==> src/rtl/debounce_bank.sv <==
// debounce_bank: CH-channel key/switch debouncer.
// Each channel synchronises its raw input (optionally inverted for active-low
// keys), filters it to a stable level, and emits registered one-cycle pulses
// on press (rise), release (fall) and once per press after a long hold.
module debounce_bank #(
   parameter int unsigned CH       = 4,
   parameter int unsigned T_STABLE = 8,
   parameter int unsigned CNT_W    = 20,
   parameter int unsigned T_LONG   = 32,
   parameter int unsigned LONG_W   = 26,
   parameter bit          INVERT   = 1'b0,
   parameter logic        D_INIT   = 1'b0
) (
   input  logic          clk,
   input  logic          n_rst,
   input  logic [CH-1:0] din,
   output logic [CH-1:0] dout,
   output logic [CH-1:0] rise,
   output logic [CH-1:0] fall,
   output logic [CH-1:0] long_pulse
);

   localparam logic [CNT_W-1:0]  CNT_TERM  = CNT_W'(T_STABLE - 1);
   localparam logic [LONG_W-1:0] LONG_TERM = LONG_W'(T_LONG - 1);
   localparam logic [CH-1:0]     INV_MASK  = {CH{INVERT}};
   localparam logic [CH-1:0]     INIT_VEC  = {CH{D_INIT}};

   logic [CH-1:0]     s1_q, s1_d;
   logic [CH-1:0]     s2_q, s2_d;
   logic [CH-1:0]     dout_q, dout_d;
   logic [CH-1:0]     rise_q, rise_d;
   logic [CH-1:0]     fall_q, fall_d;
   logic [CH-1:0]     long_q, long_d;
   logic [CH-1:0]     done_q, done_d;
   logic [CNT_W-1:0]  cnt_q  [CH];
   logic [CNT_W-1:0]  cnt_d  [CH];
   logic [LONG_W-1:0] hcnt_q [CH];
   logic [LONG_W-1:0] hcnt_d [CH];

   // Next-state: synchroniser, stability filter and long-press hold logic per channel.
   always_comb begin
      s1_d   = din ^ INV_MASK;
      s2_d   = s1_q;
      dout_d = dout_q;
      done_d = done_q;
      rise_d = '0;
      fall_d = '0;
      long_d = '0;
      for (int unsigned i = 0; i < CH; i++) begin
         cnt_d[i]  = cnt_q[i];
         hcnt_d[i] = hcnt_q[i];

         if (s2_q[i] == dout_q[i]) begin
            cnt_d[i] = '0;
         end else if (cnt_q[i] != CNT_TERM) begin
            cnt_d[i] = cnt_q[i] + CNT_W'(1);
         end else begin
            dout_d[i] = s2_q[i];
            cnt_d[i]  = '0;
            rise_d[i] = s2_q[i];
            fall_d[i] = ~s2_q[i];
         end

         if (!dout_q[i]) begin
            hcnt_d[i] = '0;
            done_d[i] = 1'b0;
         end else if (!done_q[i]) begin
            if (hcnt_q[i] != LONG_TERM) begin
               hcnt_d[i] = hcnt_q[i] + LONG_W'(1);
            end else begin
               long_d[i] = 1'b1;
               done_d[i] = 1'b1;
            end
         end
      end
   end

   // State registers with synchronous active-low reset; reset discards all progress.
   always_ff @(posedge clk) begin
      if (!n_rst) begin
         s1_q   <= INIT_VEC;
         s2_q   <= INIT_VEC;
         dout_q <= INIT_VEC;
         rise_q <= '0;
         fall_q <= '0;
         long_q <= '0;
         done_q <= '0;
         for (int unsigned i = 0; i < CH; i++) begin
            cnt_q[i]  <= '0;
            hcnt_q[i] <= '0;
         end
      end else begin
         s1_q   <= s1_d;
         s2_q   <= s2_d;
         dout_q <= dout_d;
         rise_q <= rise_d;
         fall_q <= fall_d;
         long_q <= long_d;
         done_q <= done_d;
         for (int unsigned i = 0; i < CH; i++) begin
            cnt_q[i]  <= cnt_d[i];
            hcnt_q[i] <= hcnt_d[i];
         end
      end
   end

   assign dout       = dout_q;
   assign rise       = rise_q;
   assign fall       = fall_q;
   assign long_pulse = long_q;

endmodule

==> config.mk <==
export PLATFORM = sky130hd
export DESIGN_NAME = debounce_bank
export DESIGN_NICKNAME = d
export VERILOG_FILES = /design/src/rtl/debounce_bank.sv
export SDC_FILE = /design/constraint.sdc
export NUM_CORES = 1
export LEC_CHECK = 0
export ABC_CLOCK_PERIOD_IN_PS = 2080
export BUFFER_PORTS_ARGS = -buffer_cell sky130_fd_sc_hd__buf_4
export CAP_MARGIN = 20
export CORE_ASPECT_RATIO = 0.6
export CORE_MARGIN = 10
export CORE_UTILIZATION = 35
export DETAILED_ROUTE_END_ITERATION = 10
export GPL_TIMING_DRIVEN = 0
export SLEW_MARGIN = 0
export SYNTH_ARGS = -nofsm -noshare
export SYNTH_HDL_FRONTEND = slang
export SYNTH_SLANG_ARGS = --single-unit
==> constraint.sdc <==
create_clock -name clk -period 2.08 [get_ports clk]
set_clock_uncertainty 0.05 [all_clocks]
set_input_delay 0.104 -clock clk [delete_from_list [all_inputs] [get_ports clk]]
set_output_delay 0.104 -clock clk [all_outputs]
set_load 0.02 [all_outputs]
==> qor.yml, run 1 <==
status: "complete, but fails checks"
failed_checks: "setup timing"
synth_most_common_cell: "dfxtp_1"
synth_nets: 1068
synth_edf_count: 0
period_minus_slack_ps: 2100
synthAdderAreaFrac: 0.0108
syn_area_um2: 9260
max_flop_register: "hcnt_q"
cts_root_buf: "clkbuf_16"
yosys.area_share.xor_xnor: 0.154
synth_compound_area_frac: 0.0361
startpoint: "hcnt_q[0][0]"
core_area_um2: 25700
syn_inst: 1054
path_clk_slew_ps: 60
synth_seq_cells: 212
min_path_cells: 3
critPathLaunchType: "flip-flop"
grt_max_degree: 15
synthTopCellsByArea: "dfxtp_1 (46%), xor2_1 (10%), nor2_1 (7.9%)"
area_delta_synth_final_pct: 18.7
yosys_warnings: 0
fin_crit_sh: 1.01
htree_levels: 1
synth_seq_area_share: 0.458
required_ps: 2410
final.setup.tns_ps: -17.9
cts_max_path_buffers: 3
firstDrtPassIters: 5
cts_made_buffers: 21
place_ws_ps: -324
ir_worst_vdd_v: 0.000432
synth-simple-area-share: 0.312
largest_reg_flops: 104
num-fill-cells: 2559
fmax_mhz: 477
critPathArrivalTime_ps: 2430
max-slew-margin-rel: 0.425
hpwl_um: 13400
die_y_um: 146
routedWlPerCell_um: 13.2
grt_usage: 0.112
path_cells: "ha_4 -> or4b_4 -> or3_4 -> o21ai_4 -> buf_2 -> or4_1 -> nand2_1"
hold_viol: 0
cp-end-kind: "flip-flop"
fin_nets: 1137
regToRegSetupSlack_ps: -20
cts_tree: "yes"
initial_core_util: 0.361
critical_path_class: "flip-flop to flip-flop"
vias: 7365
vias_per_cell: 4.95
routed_wl_um: 19700
slowest_delay_ps: 460
reg2reg_from: "hcnt_q[0][0]"
grt_pass1_vias: 6402
synthArstFlopShare: 0
cp-endpoint: "hcnt_q[0][13]"
timing.rr.end: "hcnt_q[0][13]"
grt_overflow_total: 0
synth_mux_area_frac: 0.00649
diodes: 0
drv_slew: 0
ant_nets: 0
rows: 45
cts_sinks: 212
die-area_um2: 33600
powerDensity_nw_per_um2: 708
worst_pin_slew_ps: 856
route.detailed.drc: 0
setup_viol: 1
drt_iter0_drc: 653
reg2reg_depth: 7
synth_area_per_cell_um2: 8.79
critPathMaxFanout: 5
hold_class: "primary input to flip-flop"
p_leak_uw: 0.00357
synth.top_cells.by_count: "dfxtp_1 (212), nor2_1 (196), xor2_1 (106)"
synth_flop_cell: "dfxtp_1"
grt_pass1_wl_um: 32800
antenna_found_initial: 0
top_regs: "hcnt_q x104, cnt_q x80"
portBuffers: 21
clk_latency_ps: 500
setup_ws_ps: -17.9
place.gp.congestion: 0.804
grt_setup_unrepaired: "true"
crit_slowest_cell: "or4b_4"
io_pins: 22
die_w_um: 230
synth_top_area_cell: "dfxtp_1"
drv_cap: 0
yosysUniqueCellTypes: 53
drive_gt1_frac: 0.134
synth_top_family_by_area: "simple AND/OR/NAND/NOR gates"
synth_top_area_frac: 0.458
[power breakdown]
part           switching, µW  internal [µW]
Sequential              6.05           4060
Clock                   1590           2070
Combinational           30.1           27.9
[final cells by class]
class	instances	area [µm²]	share of cell area
multi-input cells	797	5030	0.457
inverters	11	41.3	0.00376
clock buffers	29	616	0.0560
flip-flops and latches	212	4270	0.388
clock inverters	8	42.5	0.00387
repair buffers	47	363	0.0330
well taps	352	440	0.0401
plain buffers	33	194	0.0176
[placed cells by master (no fill, tap or decap), types with 10 or more instances in the layout]
| cell | Yosys | layout |
|---|---|---|
| dfxtp_1 | 212 | 200 |
| nor4_1 | 52 | 45 |
| or4_1 | 16 | 10 |
| nand2_1 | 75 | 75 |
| inv_1 | 11 | 11 |
| nor3_1 | 31 | 27 |
| and2_1 | 16 | 16 |
| clkbuf_16 | 0 | 21 |
| xnor2_1 | 57 | 57 |
| clkbuf_1 | 23 | 23 |
| xor2_1 | 106 | 106 |
| buf_4 | 1 | 42 |
| and4_1 | 10 | 10 |
| o21ai_1 | 11 | 10 |
| and3_1 | 28 | 28 |
| nand3_1 | 55 | 53 |
| nor2_1 | 196 | 195 |
| nand4_1 | 49 | 49 |
[worst max-delay path, delay by kind of cell, from the launching register on]
family                   cells  cell delay, ps
adder cells (fa/ha/maj)      1             140
AND/OR/NAND/NOR              4            1050
AO/OA/AOI/OAI                1             180
buffers and inverters        1             190
flip-flops                   1             370
[what timing repair did]
item | in CTS | in global routing
hold endpoints to repair | 8 | 0
cloned | 1 | 2
pin swaps | 3 | 14
gates resized for setup | 19 | 57
endpoints found under the setup margin | 91 | 139
setup buffers | 4 | 14
hold buffers | 5 | 0
[cell families (layout without fill, tap and decap cells)]
group	count (synthesis)	after routing
AO/OA/AOI/OAI	47	47
XOR/XNOR	163	163
adder cells (fa/ha/maj)	8	8
buffers and inverters	45	128
flip-flops	212	212
multiplexers	6	6
AND/OR/NAND/NOR	573	573
[layer usage]
metal  vias to the layer above  global-route usage  share of wire
met1                      3411               0.183           0.55
met4                         0              0.0269          0.016
li1                       3796                   -              -
met3                        25              0.0194          0.050
met5                         -                   0              0
met2                       133               0.140           0.38
[through the flow]
| stage | util | total power (µW) | std cells | hold WS, ps | area [µm²] |
|---|---|---|---|---|---|
| after floorplan | - | 4190 | 1054 | 181 | 9260 |
| after global placement | 0.384 | 4210 | 1427 | 263 | 9860 |
| after global routing | 0.428 | 8060 | 1489 | 336 | 11000 |
| final | 0.428 | 7780 | 1489 | 318 | 11000 |
| after detailed placement | 0.384 | 4210 | 1427 | 268 | 9860 |
| after CTS | 0.416 | 7900 | 1474 | 283 | 10700 |
[worst min-delay path by stage]
stage                     startpoint  endpoint  slack, ps
after floorplan               din[0]   s1_q[0]        180
after global placement        din[2]   s1_q[2]        260
after detailed placement      din[3]   s1_q[3]        270
after CTS                     din[3]   s1_q[3]        280
after global routing          din[3]   s1_q[3]        340
final                         din[2]   s1_q[2]        320
Note: power is estimated with default switching activity, not from simulation.
==> run 2: changes to the inputs <==
--- a/config.mk
+++ b/config.mk
@@ -7,12 +7,12 @@
 export LEC_CHECK = 0
 export ABC_CLOCK_PERIOD_IN_PS = 2080
 export BUFFER_PORTS_ARGS = -buffer_cell sky130_fd_sc_hd__buf_4
-export CAP_MARGIN = 20
 export CORE_ASPECT_RATIO = 0.6
 export CORE_MARGIN = 10
 export CORE_UTILIZATION = 35
 export DETAILED_ROUTE_END_ITERATION = 10
 export GPL_TIMING_DRIVEN = 0
+export SKIP_CTS_REPAIR_TIMING = 1
 export SLEW_MARGIN = 0
 export SYNTH_ARGS = -nofsm -noshare
 export SYNTH_HDL_FRONTEND = slang
==> qor.yml, run 2 (synthesis gave the netlist of run 1 again) <==
core_area_um2: 25700
rows: 45
drive_gt1_frac: 0.143
setup_ws_ps: -93.3
antenna_found_initial: 0
required_ps: 2450
p_sw_frac: 0.210
cts_sinks: 212
vias: 7367
ant_nets: 0
hold_viol: 0
die_y_um: 146
grt_setup_unrepaired: "true"
drv_slew: 0
fmax_mhz: 460
cts_tree: "yes"
layout_commonest_cell: "dfxtp_1"
routedWlPerCell_um: 13.3
area_delta_synth_final_pct: 19.6
initial_core_util: 0.361
fin_nets: 1141
critPathLaunchType: "flip-flop"
grt_max_degree: 15
top_regs: "hcnt_q x104, cnt_q x80"
most-common-layout-cells: "dfxtp_1 (197), nor2_1 (194), xor2_1 (106)"
largest_reg_flops: 104
wl_met3_um: 1020
drt_iter0_drc: 669
p_leak_uw: 0.00357
max-slew-margin-rel: 0.447
internal_power_uw: 6160
wl_met2_um: 7480
cp-end-kind: "flip-flop"
clk_latency_ps: 500
die-area_um2: 33600
drv_cap: 0
die_w_um: 230
min_path_cells: 3
whs_ps: 320
top_layer: "met4"
hold_class: "primary input to flip-flop"
power.share.clock: 0.470
htree_levels: 1
reg2reg_depth: 7
num-fill-cells: 2560
path_clk_slew_ps: 60
firstDrtPassIters: 5
grt_pass1_wl_um: 32400
setup_viol: 5
grt_pass1_vias: 6345
io_pins: 22
p_seq_frac: 0.522
portBuffers: 21
critical_path_class: "flip-flop to flip-flop"
cts_max_path_buffers: 3
ir_worst_vdd_v: 0.000434
grt_overflow_total: 0
worst_pin_slew_ps: 824
period_minus_slack_ps: 2170
cts_made_buffers: 21
critPathArrivalTime_ps: 2540
vias_per_cell: 4.93
place.gp.congestion: 0.804
switching_power_uw: 1630
fin_util: 0.431
fin_crit_sh: 1.04
critPathMaxFanout: 6
failed_checks: "setup timing"
powerDensity_nw_per_um2: 703
routed_wl_um: 19900
drt-met1-wl_um: 11000
route.detailed.drc: 0
status: "complete, but fails checks"
diodes: 0
share_comb_of_total_power: 0.007
max_flop_register: "hcnt_q"
cts_root_buf: "clkbuf_16"
hpwl_um: 13400
grt_usage: 0.110
==> run 2: worst max-delay path, cell delays in order, from the launching register on <==
cell	delay, ps
dfxtp_4	340
or4_4	530
or4_4	530
o21bai_4	150
buf_6	150
buf_6	120
o31ai_1	80
a21oi_1	150
==> run 2: power groups by stage <==
stage | combinational, µW | sequential, µW | clock, µW
6_report | 57.9 | 4070 | 3660
5_1_grt | 65.5 | 4070 | 3930
3_5_place_dp | 47.4 | 4170 | 0
3_3_place_gp | 47.0 | 4170 | 0
2_1_floorplan | 28.3 | 4160 | 0
4_1_cts | 47.6 | 4070 | 3770
==> run 2: metrics by stage <==
step / worst slack [ps] / instance area [µm²] / setup TNS (ps) / std cells / power, µW
6_report: -93.3 / 11100 / -226 / 1493 / 7790
5_1_grt: -131 / 11100 / -1400 / 1493 / 8060
4_1_cts: -330 / 10500 / -8690 / 1464 / 7890
3_5_place_dp: -324 / 9860 / -7080 / 1427 / 4210
3_3_place_gp: -328 / 9860 / -6320 / 1427 / 4210
2_1_floorplan: 94.9 / 9260 / 0 / 1054 / 4190
==> run 2: final timing paths <==
kind,start,endpoint,slack [ps]
hold reg to reg,s1_q[0],s2_q[0],380
setup reg to reg,hcnt_q[1][5],hcnt_q[1][9],-90
hold / removal,din[2],s1_q[2],320
setup / recovery,hcnt_q[1][5],hcnt_q[1][9],-90
==> run 2: per-layer routing <==
metal / track usage / vias to the layer above
met5: 0 / -
met4: 0.0262 / 0
met3: 0.0194 / 25
met2: 0.137 / 138
met1: 0.181 / 3406
li1: - / 3798
==> run 2: final cells by class <==
cell class	instances	area, µm²	area share
timing repair buffer	51	408	0.0368
inverter	11	41.3	0.00373
clock inverter	8	42.5	0.00384
tap	352	440	0.0398
buffer	33	194	0.0175
clock buffer	29	616	0.0556
sequential	212	4270	0.386
multi-input combinational	797	5060	0.457
